File: config.mk
export PLATFORM = sky130hd
export DESIGN_NAME = keypad_scan_ctrl
export DESIGN_NICKNAME = d
export VERILOG_FILES = /design/src/rtl/keypad_scan_ctrl.sv
export SDC_FILE = /design/constraint.sdc
export NUM_CORES = 1
export LEC_CHECK = 0
export ABC_AREA = 1
export CAP_MARGIN = 20
export CORE_ASPECT_RATIO = 0.75
export CORE_MARGIN = 2
export CORE_UTILIZATION = 55
export DETAILED_ROUTE_END_ITERATION = 6
export GPL_ROUTABILITY_DRIVEN = 1
export PLACE_DENSITY = 0.73
export SYNTH_ARGS = -nofsm -noshare
export SYNTH_HDL_FRONTEND = slang
export SYNTH_SLANG_ARGS = --single-unit
File: constraint.sdc
create_clock -name clk -period 4.1 [get_ports clk]
set_input_delay 1.025 -clock clk [delete_from_list [all_inputs] [get_ports clk]]
set_output_delay 1.025 -clock clk [all_outputs]
set_load 0.01 [all_outputs]
File: src/rtl/keypad_scan_ctrl.sv
// 4x3 matrix keypad scanner: rotates one-hot column drive, debounces a single
// pressed key, latches its code and raises a fixed-width interrupt pulse.
module keypad_scan_ctrl #(
  parameter int SCAN_DIV     = 1000,
  parameter int DEBOUNCE_CNT = 20000,
  parameter int INT_WIDTH    = 6
) (
  input  logic       clk,
  input  logic       rst_n,
  input  logic [3:0] row,
  output logic [2:0] col,
  output logic [3:0] key_code,
  output logic       interrupt
);

  localparam int SW = $clog2(SCAN_DIV);
  localparam int DW = $clog2(DEBOUNCE_CNT + 1);
  localparam int IW = (INT_WIDTH > 1) ? $clog2(INT_WIDTH) : 1;
  localparam logic [SW-1:0] SCAN_LAST  = SW'(SCAN_DIV - 1);
  localparam logic [DW-1:0] DEB_TARGET = DW'(DEBOUNCE_CNT);
  localparam logic [IW-1:0] INT_LAST   = IW'(INT_WIDTH - 1);

  typedef enum logic [1:0] {
    ST_SCAN     = 2'd0,
    ST_DEBOUNCE = 2'd1,
    ST_REPORT   = 2'd2,
    ST_RELEASE  = 2'd3
  } state_t;

  state_t        state_r, state_nxt_s;
  logic [3:0]    row_meta_r, row_sync_r;
  logic [2:0]    col_r, col_nxt_s;
  logic [SW-1:0] scan_cnt_r, scan_cnt_nxt_s;
  logic [DW-1:0] deb_cnt_r, deb_cnt_nxt_s;
  logic [DW-1:0] rel_cnt_r, rel_cnt_nxt_s;
  logic [IW-1:0] rep_cnt_r, rep_cnt_nxt_s;
  logic [3:0]    pat_r, pat_nxt_s;
  logic [3:0]    key_code_r, key_code_nxt_s;
  logic          interrupt_r, interrupt_nxt_s;

  function automatic logic is_onehot(input logic [3:0] v);
    is_onehot = (v != 4'd0) && ((v & (v - 4'd1)) == 4'd0);
  endfunction

  // Row 3 carries '*', '0', '#'; anything unexpected maps to "no key".
  function automatic logic [3:0] key_lookup(input logic [3:0] r, input logic [2:0] c);
    case ({r, c})
      7'b0001_001: key_lookup = 4'h1;
      7'b0001_010: key_lookup = 4'h2;
      7'b0001_100: key_lookup = 4'h3;
      7'b0010_001: key_lookup = 4'h4;
      7'b0010_010: key_lookup = 4'h5;
      7'b0010_100: key_lookup = 4'h6;
      7'b0100_001: key_lookup = 4'h7;
      7'b0100_010: key_lookup = 4'h8;
      7'b0100_100: key_lookup = 4'h9;
      7'b1000_001: key_lookup = 4'hA;
      7'b1000_010: key_lookup = 4'h0;
      7'b1000_100: key_lookup = 4'hB;
      default:     key_lookup = 4'hF;
    endcase
  endfunction

  // Two-flop synchronizer for the asynchronous row lines.
  always_ff @(posedge clk or negedge rst_n) begin
    if (!rst_n) begin
      row_meta_r <= 4'd0;
      row_sync_r <= 4'd0;
    end else begin
      row_meta_r <= row;
      row_sync_r <= row_meta_r;
    end
  end

  // FSM state register.
  always_ff @(posedge clk or negedge rst_n) begin
    if (!rst_n) begin
      state_r <= ST_SCAN;
    end else begin
      state_r <= state_nxt_s;
    end
  end

  // Next state plus next values of every counter and output register.
  always_comb begin
    state_nxt_s    = state_r;
    col_nxt_s      = col_r;
    scan_cnt_nxt_s = scan_cnt_r;
    deb_cnt_nxt_s  = deb_cnt_r;
    rel_cnt_nxt_s  = rel_cnt_r;
    rep_cnt_nxt_s  = rep_cnt_r;
    pat_nxt_s      = pat_r;
    key_code_nxt_s = key_code_r;
    case (state_r)
      ST_SCAN: begin
        // The first two counts of each column cover line settling and synchronizer delay.
        if ((scan_cnt_r >= SW'(2)) && is_onehot(row_sync_r)) begin
          state_nxt_s   = ST_DEBOUNCE;
          pat_nxt_s     = row_sync_r;
          deb_cnt_nxt_s = DW'(1);
        end else if (scan_cnt_r == SCAN_LAST) begin
          col_nxt_s      = {col_r[1:0], col_r[2]};
          scan_cnt_nxt_s = {SW{1'b0}};
        end else begin
          scan_cnt_nxt_s = scan_cnt_r + SW'(1);
        end
      end
      ST_DEBOUNCE: begin
        if (row_sync_r == pat_r) begin
          deb_cnt_nxt_s = deb_cnt_r + DW'(1);
          if ((deb_cnt_r + DW'(1)) == DEB_TARGET) begin
            state_nxt_s    = ST_REPORT;
            key_code_nxt_s = key_lookup(pat_r, col_r);
            rep_cnt_nxt_s  = {IW{1'b0}};
          end else begin
            state_nxt_s = ST_DEBOUNCE;
          end
        end else begin
          state_nxt_s    = ST_SCAN;
          scan_cnt_nxt_s = {SW{1'b0}};
          deb_cnt_nxt_s  = {DW{1'b0}};
        end
      end
      ST_REPORT: begin
        if (rep_cnt_r == INT_LAST) begin
          state_nxt_s   = ST_RELEASE;
          rel_cnt_nxt_s = {DW{1'b0}};
        end else begin
          rep_cnt_nxt_s = rep_cnt_r + IW'(1);
        end
      end
      ST_RELEASE: begin
        if (row_sync_r == 4'd0) begin
          if ((rel_cnt_r + DW'(1)) == DEB_TARGET) begin
            state_nxt_s    = ST_SCAN;
            scan_cnt_nxt_s = {SW{1'b0}};
            rel_cnt_nxt_s  = {DW{1'b0}};
          end else begin
            rel_cnt_nxt_s = rel_cnt_r + DW'(1);
          end
        end else begin
          rel_cnt_nxt_s = {DW{1'b0}};
        end
      end
      default: begin
        state_nxt_s    = ST_SCAN;
        scan_cnt_nxt_s = {SW{1'b0}};
      end
    endcase
    interrupt_nxt_s = (state_nxt_s == ST_REPORT);
  end

  // Datapath registers; interrupt is registered so it tracks REPORT exactly.
  always_ff @(posedge clk or negedge rst_n) begin
    if (!rst_n) begin
      col_r       <= 3'b001;
      scan_cnt_r  <= {SW{1'b0}};
      deb_cnt_r   <= {DW{1'b0}};
      rel_cnt_r   <= {DW{1'b0}};
      rep_cnt_r   <= {IW{1'b0}};
      pat_r       <= 4'd0;
      key_code_r  <= 4'hF;
      interrupt_r <= 1'b0;
    end else begin
      col_r       <= col_nxt_s;
      scan_cnt_r  <= scan_cnt_nxt_s;
      deb_cnt_r   <= deb_cnt_nxt_s;
      rel_cnt_r   <= rel_cnt_nxt_s;
      rep_cnt_r   <= rep_cnt_nxt_s;
      pat_r       <= pat_nxt_s;
      key_code_r  <= key_code_nxt_s;
      interrupt_r <= interrupt_nxt_s;
    end
  end

  assign col       = col_r;
  assign key_code  = key_code_r;
  assign interrupt = interrupt_r;

endmodule

After elaboration in Yosys (flattened, before gate mapping)
Cells that the tools add are included.
Storage, ports and cells
  register bits: 65
  input port bits: 6
  output and inout bits: 8
  logic and storage cells: 91
Cells by class
  $add $sub $neg: 5
  order comparisons: 1
  eq/ne operators: 30
  mux-type cells: 25
  bitwise operators: 2
  reduce and logical (&&, ||, !) cells: 17
Operators with widths (number)
  $mux W15: 5
  $pmux W15 S2: 2
  $mux W10: 5
  $pmux W4 S12: 1
  $add A15 B1 Y15 const B: 2
  $eq A15 B15 Y1 const B: 2
  $pmux W10 S3: 1
  $eq A7 B4 Y1 const B: 3
  $eq A7 B5 Y1 const B: 3
  $eq A7 B6 Y1 const B: 3
  $eq A7 B7 Y1 const B: 3
  $ne A2 B2 Y1 const B: 9
  $mux W2: 6
  $add A10 B1 Y10 const B: 1
  $eq A10 B10 Y1 const B: 1
  $ge A10 B2 Y1 const B: 1
  $mux W3: 3
  $logic_not A4 Y1: 2
  $pmux W2 S4: 1
  $eq A2 B2 Y1 const B: 3
  $pmux W3 S2: 1
  $reduce_and A2 Y1: 3
  $reduce_and A3 Y1: 2
  $reduce_bool A2 Y1: 3
  other kinds (13): 14

Logic depth before layout (Yosys ltp)
Gate-level depths: netlist of run 1.
  word-level depth: 8
  gate-level depth with buffers: 15
  mapped depth without buffers: 15

Worst setup path before layout of run 1
OpenSTA, ideal clock, no wires.
  kind: reg-to-reg
  start point: register rel_cnt_r[0]
  end point: register scan_cnt_r[5]
  setup time: 117 ps
  data arrival time: 1716 ps
  data required time: 3983 ps
  path slack: 2267 ps
  stages on the path, launching flop included: 15
  buffers on the path: 0
  period minus slack after synthesis: 1833 ps
  cells stage by stage: dfrtp_1 > ha_1 > nand2_1 > nor2_4 > nand3_2 > nor2_1 > nand2_1 > nand2_2 > nand2_1 > nor2_2 > nand3_2 > nand2_4 > nand3_4 > nand2_1 > nand2_1
On the way
  longest elaborated chain between the ends: 4
RTL lines
  from (decl): RTL line 35  | logic [DW-1:0] rel_cnt_r, rel_cnt_nxt_s;
  from (signal assigned): RTL line 159  | rel_cnt_r <= {DW{1'b0}};
  from (signal assigned): RTL line 168  | rel_cnt_r <= rel_cnt_nxt_s;
  $add A15 B1 Y15: RTL line 134  | if ((rel_cnt_r + DW'(1)) == DEB_TARGET) begin
  $eq A15 B15 Y1: RTL line 134
  $ne A2 B2 Y1 (no line)
  $reduce_and A5 Y1 (no line)
  to (signal assigned): RTL line 157  | scan_cnt_r <= {SW{1'b0}};
  to (signal assigned): RTL line 166  | scan_cnt_r <= scan_cnt_nxt_s;
  to (decl): RTL line 33  | logic [SW-1:0] scan_cnt_r, scan_cnt_nxt_s;
No other way between the ends.
A chain may end at the register's enable or synchronous reset.

Worst setup path after layout of run 1
  start point: register col_r[0] (netlist: col[0])
  end point: output port col[0]
RTL lines
  from (decl): RTL line 32  | logic [2:0] col_r, col_nxt_s;
  from (signal assigned): RTL line 165  | col_r <= col_nxt_s;
  to (decl): RTL line 11  | output logic [2:0] col,
No word-level cell between the ends.

==> key figures, run 1 <==
CTS
  – Clock transition at the registers of the reported paths: 0.08 ns
  – Depth of the CTS H-tree: 3
  – Hold_buf cts: 0
  – Post-cts repair resize count: 0
  – CTS Buf Count: 9
  – Post-CTS setup buffer count: 0
  – CTS Buffer Depth: 2
  – Skew-Pair Late Insertion Delay: 0.33 ns
  – Root Driver: clkbuf_8
  – Clock sink count: 65
  – CTS tree: built

Setup path
  – Slowest cell on crit path: dfstp_2
  – Ordered list of cells on the worst path: clkdlybuf4s50_1
  – CP Depth: 1
  – Critical Path Source Type: flop
  – Critical Path End: col[0]
  – Max incr delay on CP: 0.57 ns
  – Worst-path maximum fanout: 6
  – R2R setup slack: 1.62 ns
  – Buffers & Inverters on Critical Path: 1
  – CP Launch Point: col[0]$_DFFE_PN1P_
  – RR Startpoint: pat_r[1]$_DFFE_PN0P_
  – WP data required: 3.07 ns
  – Worst Setup Path Type: flop to output pin
  – R2R depth: 11
  – Worst r2r dst: scan_cnt_r[9]$_DFFE_PN0P_
  – Arrival @ worst endpoint: 1.45 ns
  – CP delay by family, top: flip-flops
  – CP Capture Type: output pin

Logic synthesis
  – Top post-synthesis cells by area: dfrtp_1, nand2_1, inv_1
  – Mean Syn Cell Area: 7.59 um2
  – EDFF count, synth: 0
  – Yosys warning total: 0
  – Largest family of logic cells by synthesized area: simple AND/OR/NAND/NOR gates
  – Synthesized flop and latch total: 65
  – Compound-Gate Fraction of Synth Area: 9.07%
  – Ys flop type: dfrtp_1
  – Area leader, netlist: dfrtp_1
  – Cell Area, Synth: 3900 um2
  – XOR/XNOR share of the synthesized area: 3.81%
  – Mux contribution to synthesized area: 0.256%
  – Area share of fa/ha/maj cells after synthesis: 1.92%
  – Area share of the largest cell type after synthesis: 38.5%
  – Async set-or-reset flop fraction in the synthesized netlist: 100%
  – Simple-Gate Fraction of Synth Area: 34.4%
  – Yosys cell types: 41
  – Synthesized Nets: 526
  – Post-synthesis sequential area ratio: 41.8%
  – Cells after synthesis: 514

Placed design
  – Port Buffers: 13
  – Placed insts: 603
  – Placement Setup Slack: 1.67 ns
  – DP HPWL: 6100 um
  – Routability cong.: 0.949

STA
  – Max-slew headroom: 52.8%
  – Hold Slack: 0.351 ns
  – Max Slew Vio Count: 0
  – Final setup violating endpoints: 0
  – Final Cycle Share: 60.4%
  – Final setup TNS: 0 ns
  – RSZ-0062 raised after global routing: false
  – Fin crit period: 2.48 ns
  – Final worst slack: 1.62 ns
  – Max Fclk: 404 MHz
  – Skew final: 0.0135 ns
  – Final-report hold violation count: 0
  – Worst-margin pin slew: 0.706 ns

Power and ir drop
  – Switch share: 33.3%
  – Clk pwr share: 29.9%
  – PwrDens: 363 nW/um2
  – Flop pwr share: 50.0%
  – Net load switching power: 0.000513 W
  – Max VDD drop: 0.000192 V
  – Lkg Pwr: 1.89 nW
  – Final Power: 0.00154 W
  – Combinational Power Share: 20.1%
  – Int Power: 0.00103 W

Floorplan
  – Core area: 6830 um2
  – Die Width: 101 um
  – Starting Density: 57.1%
  – IO Pins: 14
  – Die height: 77.0 um
  – Die Area: 7790 um2
  – Row count: 26

Drt
  – WL per Instance: 13.6 um
  – First-pass DRT Iterations: 6
  – Final wirelength: 8400 um
  – Vias post-DR: 3,435
  – Vias/cell: 5.54
  – Post-detailed-route count of antenna-violating nets: 0
  – DR iter-0 viols: 219
  – # DRC: 0

GRT
  – Largest net degree at the start of global routing: 47
  – First-pass GRT wire length: 14,600 um
  – Vias in the first global route: 3,148
  – GRT Resource Usage Total: 23.4%
  – Gr ovfl total: 0
  – Initial antenna violation count: 0

Cells and area
  – Final #Nets: 543
  – Area grow syn2layout: 8.69%
  – Inserted Diodes: 0
  – Share of layout cells above drive strength 1: 8.77%
  – Fill count: 639
  – Non-filler cells, final: 620

Job
  – Max_cap viols: 0

Status
  – Status: completed

Hold path
  – Hold WC Path Type: flop to flop
-- cell type report --
class	instances	area, um2	share of cell area (%)
inverters	69	259	6.10
clock inverters	3	17.5	0.413
clock buffers	13	139	3.27
repair buffers	16	160	3.77
well taps	84	105	2.48
multi-input cells	370	1930	45.5
flip-flops and latches	65	1630	38.5
-- per-stage QoR --
stage | util (%) | cell area (um2)
CTS | 61.8 | 4220
finish | 62.1 | 4240
global route | 62.1 | 4240
floorplan | - | 3900
detailed placement | 59.5 | 4070
global placement | 59.5 | 4070
-- how the worst min path moves through the flow --
| stage | from | end | slack, ns | cells after the start |
|---|---|---|---|---|
| after floorplan | row_meta_r[0]$_DFF_PN0_ | row_sync_r[0]$_DFF_PN0_ | 0.33 | 0 |
| after global placement | row_meta_r[1]$_DFF_PN0_ | row_sync_r[1]$_DFF_PN0_ | 0.34 | 0 |
| after detailed placement | row_meta_r[1]$_DFF_PN0_ | row_sync_r[1]$_DFF_PN0_ | 0.35 | 0 |
| after CTS | row_meta_r[2]$_DFF_PN0_ | row_sync_r[2]$_DFF_PN0_ | 0.36 | 0 |
| after global routing | row_meta_r[2]$_DFF_PN0_ | row_sync_r[2]$_DFF_PN0_ | 0.37 | 0 |
| final | row_meta_r[1]$_DFF_PN0_ | row_sync_r[1]$_DFF_PN0_ | 0.35 | 0 |
-- metal layers --
| metal | wire length (um) | share of wire, % | GRT usage [%] | up-vias |
|---|---|---|---|---|
| li1 | - | - | - | 1736 |
| met1 | 4280 | 51 | 36.0 | 1568 |
| met2 | 3560 | 42 | 32.3 | 123 |
| met3 | 475 | 5.7 | 5.29 | 8 |
| met4 | 79 | 0.94 | 7.57 | 0 |
| met5 | 0 | 0 | 0 | - |
-- placed cells by master (no fill, tap or decap), types with 12 or more instances in the layout --
master	synthesis	layout
nand3_1	35	35
nor2_1	54	54
xor2_1	12	12
inv_1	65	65
o21ai_0	23	23
nor3_1	12	12
dfrtp_1	60	60
clkdlybuf4s50_1	0	12
nand4_1	30	30
nand2_1	129	129
-- synth_stat cells, types with 3 or more instances --
master,instances
o32ai_1,7
o22ai_1,5
nand3_1,35
dfrtp_1,60
nand4_1,30
nor4_1,5
xor2_1,12
nor3_1,12
dfstp_2,5
nand3_2,5
o21ai_1,5
nor2_1,54
inv_2,3
o21ai_2,4
nand2_1,129
o21ai_0,23
inv_1,65
buf_2,3
a21oi_1,10
xnor2_1,5
nor2_2,4
ha_1,6
nand2_2,4
-- registers in the layout, summed over array words and instances, names as in the netlist, 2 cells and up --
signal / count
deb_cnt_r: 15
rel_cnt_r: 15
scan_cnt_r: 10
key_code: 4
pat_r: 4
row_meta_r: 4
row_sync_r: 4
col: 3
rep_cnt_r: 3
state_r: 2
-- power groups by stage --
stage               clock network, W  logic, W  registers [W]
floorplan                          0  0.000241       0.000761
global placement                   0  0.000297       0.000777
detailed placement                 0  0.000303       0.000780
CTS                         0.000474  0.000304       0.000768
global route                0.000501  0.000356       0.000781
finish                      0.000460  0.000309       0.000770
-- cells by family (layout without fill, tap and decap cells) --
logic type	after synthesis	after routing
DFF	65	65
buffers and inverters	79	101
adders and majority gates	6	6
and+or+nand+nor	287	287
xor gates and xnor gates	17	17
AOI/OAI and AO/OA	59	59
muxes	1	1
Power figures use the tool's default switching activity.
==> run 2: changes to the inputs <==
--- a/config.mk
+++ b/config.mk
@@ -12,7 +12,7 @@
 export CORE_UTILIZATION = 55
 export DETAILED_ROUTE_END_ITERATION = 6
 export GPL_ROUTABILITY_DRIVEN = 1
-export PLACE_DENSITY = 0.73
+export PLACE_DENSITY = 0.76
 export SYNTH_ARGS = -nofsm -noshare
 export SYNTH_HDL_FRONTEND = slang
 export SYNTH_SLANG_ARGS = --single-unit
==> constraint.sdc (replaced) <==
create_clock -name clk -period 2 [get_ports clk]
set_input_delay 0.5 -clock clk [delete_from_list [all_inputs] [get_ports clk]]
set_output_delay 0.5 -clock clk [all_outputs]
set_load 0.01 [all_outputs]
==> run 2 against run 1 <==
Net effect:
- the run now ends with setup timing left
- non-clock buffer count is 32 higher
- sequential cell count stayed put
- routed wire length rose by 11%
- combinational power grew to 2.7 times the previous value
- first-iteration DRC count rose by 30%
- clock skew fell by 0.0057 ns
- critical path depth up 9
- final cell count increased by 5.2%
- global-route usage grew 2.2 points
- die area unchanged
- critical endpoint is now rep_cnt_r[1]$_DFFE_PN0P_
- largest power group unchanged
==> key figures, run 2 (same netlist as run 1, synthesis figures left out) <==
Status
  – Status: finished, violations left
  – Violations in the final reports: setup timing

Power and ir drop
  – Final Power: 0.00352 W
  – Lkg Pwr: 2.16 nW
  – PwrDens: 752 nW/um2
  – Max VDD drop: 0.000439 V

STA
  – Final-report hold violation count: 0
  – Max Slew Vio Count: 0
  – Max-slew headroom: 68.2%
  – Fin crit period: 2.04 ns
  – Final setup TNS: -0.131 ns
  – Final worst slack: -0.0397 ns
  – Final setup violating endpoints: 6
  – Worst-margin pin slew: 0.477 ns
  – Skew final: 0.00778 ns
  – Final Cycle Share: 102%
  – RSZ-0062 raised after global routing: true
  – Max Fclk: 490 MHz

Setup path
  – R2R depth: 10
  – CP Capture Type: flop
  – Arrival @ worst endpoint: 2.27 ns
  – Worst r2r dst: rep_cnt_r[1]$_DFFE_PN0P_
  – RR Startpoint: deb_cnt_r[1]$_DFFE_PN0P_
  – WP data required: 2.23 ns
  – Worst Setup Path Type: flop to flop
  – Critical Path Source Type: flop
  – Worst-path maximum fanout: 13
  – R2R setup slack: -0.04 ns

Drt
  – Highest Signal Layer: met4
  – Final wirelength: 9320 um
  – DRT met1 WL: 4170 um
  – Routed wl met2: 4260 um
  – WL per Instance: 14.3 um
  – Vias/cell: 5.67
  – Vias post-DR: 3,697
  – DR iter-0 viols: 285
  – # DRC: 0
  – First-pass DRT Iterations: 5
  – Met3 Wirelength: 715 um
  – Post-detailed-route count of antenna-violating nets: 0

Cells and area
  – Leading cell types in the layout, fill and taps excluded: nand2_1, inv_1, dfrtp_1, nor2_1
  – Inserted Diodes: 0
  – Most common cell after layout, fill and taps aside: nand2_1
  – Share of layout cells above drive strength 1: 17.8%
  – Fill count: 542
  – Final #Nets: 575
  – Final instance area: 4680 um2
  – Biggest regs: deb_cnt_r x15, rel_cnt_r x15, scan_cnt_r x10
  – Area grow syn2layout: 20.0%

CTS
  – Hold_buf cts: 0
  – Clock transition at the registers of the reported paths: 0.07 ns
  – Depth of the CTS H-tree: 3
  – CTS Buf Count: 9
  – Root Driver: clkbuf_8
  – CTS tree: built
  – Skew-Pair Late Insertion Delay: 0.34 ns
  – Clock sink count: 65
  – CTS Buffer Depth: 2

Placed design
  – DP HPWL: 6310 um
  – Routability cong.: 0.938
  – Area after DPL: 4290 um2
  – Port Buffers: 13

Hold path
  – Hold WC Path Type: primary input to asynchronous set/reset pin

Floorplan
  – Starting Density: 57.1%
  – Core area: 6830 um2
  – Die Area: 7790 um2
  – Die Width: 101 um
  – IO Pins: 14
  – Die height: 77.0 um
  – Row count: 26

GRT
  – First-pass GRT wire length: 15,900 um
  – Gr ovfl total: 0
  – Largest net degree at the start of global routing: 66
  – GRT Resource Usage Total: 25.5%
  – Initial antenna violation count: 0
  – Vias in the first global route: 3,491

Job
  – Max_cap viols: 0
==> run 2: cell types whose count changed in the layout (fill, tap and decap cells not counted), sizes merged <==
cell | previous run | this run
buf | 4 | 36
bufinv | 0 | 1
clkbuf | 13 | 10
clkdlybuf4s50 | 12 | 11
clkinv | 3 | 5
dlymetal6s2s | 0 | 1
==> run 2: power by group <==
part           leakage (nW)  internal, W  switching [W]
combinational          1.21     0.000359       0.000488
clock                 0.102     0.000600       0.000510
sequential            0.854      0.00143       0.000133
total                  2.16      0.00239        0.00113
==> run 2: worst max path at each step <==
stage	startpoint	end	slack, ns	cells after the start
detailed placement	deb_cnt_r[0]$_DFFE_PN0P_	rep_cnt_r[1]$_DFFE_PN0P_	-0.1	12
floorplan	rel_cnt_r[0]$_DFFE_PN0P_	scan_cnt_r[5]$_DFFE_PN0P_	0.17	14
global placement	deb_cnt_r[0]$_DFFE_PN0P_	rep_cnt_r[0]$_DFFE_PN0P_	-0.06	12
CTS	deb_cnt_r[1]$_DFFE_PN0P_	rep_cnt_r[1]$_DFFE_PN0P_	-0.02	14
finish	deb_cnt_r[1]$_DFFE_PN0P_	rep_cnt_r[1]$_DFFE_PN0P_	-0.04	10
global route	deb_cnt_r[0]$_DFFE_PN0P_	rep_cnt_r[0]$_DFFE_PN0P_	-0.17	14
==> run 2: worst max-delay path, stage by stage (launching register included) <==
cell and delay (ns):
dfrtp_1 0.42, nand3_1 0.22, nor3_4 0.28, nand2_1 0.13, xor2_1 0.19, nand3_1 0.11, nor2_2 0.17, nand3_2 0.10
buf_12 0.16, nand3_1 0.07, nand2_1 0.06
==> run 2: metal layers <==
| metal | up-vias | GRT usage [%] |
|---|---|---|
| met2 | 149 | 38.3 |
| li1 | 1794 | - |
| met5 | - | 0 |
| met1 | 1730 | 36.0 |
| met4 | 0 | 8.65 |
| met3 | 24 | 6.47 |
==> run 2: area by class of cell <==
type | count | area [um2] | area share [%]
clock buffers | 10 | 138 | 2.94
clock inverters | 6 | 57.6 | 1.23
inverters | 69 | 259 | 5.53
multi-input cells | 370 | 2060 | 44.1
flip-flops and latches | 65 | 1630 | 34.9
well taps | 84 | 105 | 2.24
repair buffers | 48 | 428 | 9.13
==> run 2: per-stage QoR <==
| stage | hold WS (ns) | std cells | utilization [%] | setup slack [ns] |
|---|---|---|---|---|
| 2_1_floorplan | 0.204 | 514 | - | 0.167 |
| 3_5_place_dp | 0.339 | 628 | 62.8 | -0.0968 |
| 3_3_place_gp | 0.333 | 628 | 62.8 | -0.0634 |
| 4_1_cts | 0.174 | 648 | 66.8 | -0.0242 |
| 5_1_grt | 0.181 | 652 | 68.6 | -0.171 |
| 6_report | 0.146 | 652 | 68.6 | -0.0397 |
==> run 2: what timing repair did <==
action / CTS / global route
pin swaps: 6 / 9
buffers inserted: 4 / 4
endpoints found under the setup margin: 31 / 42
gates resized for setup: 10 / 21
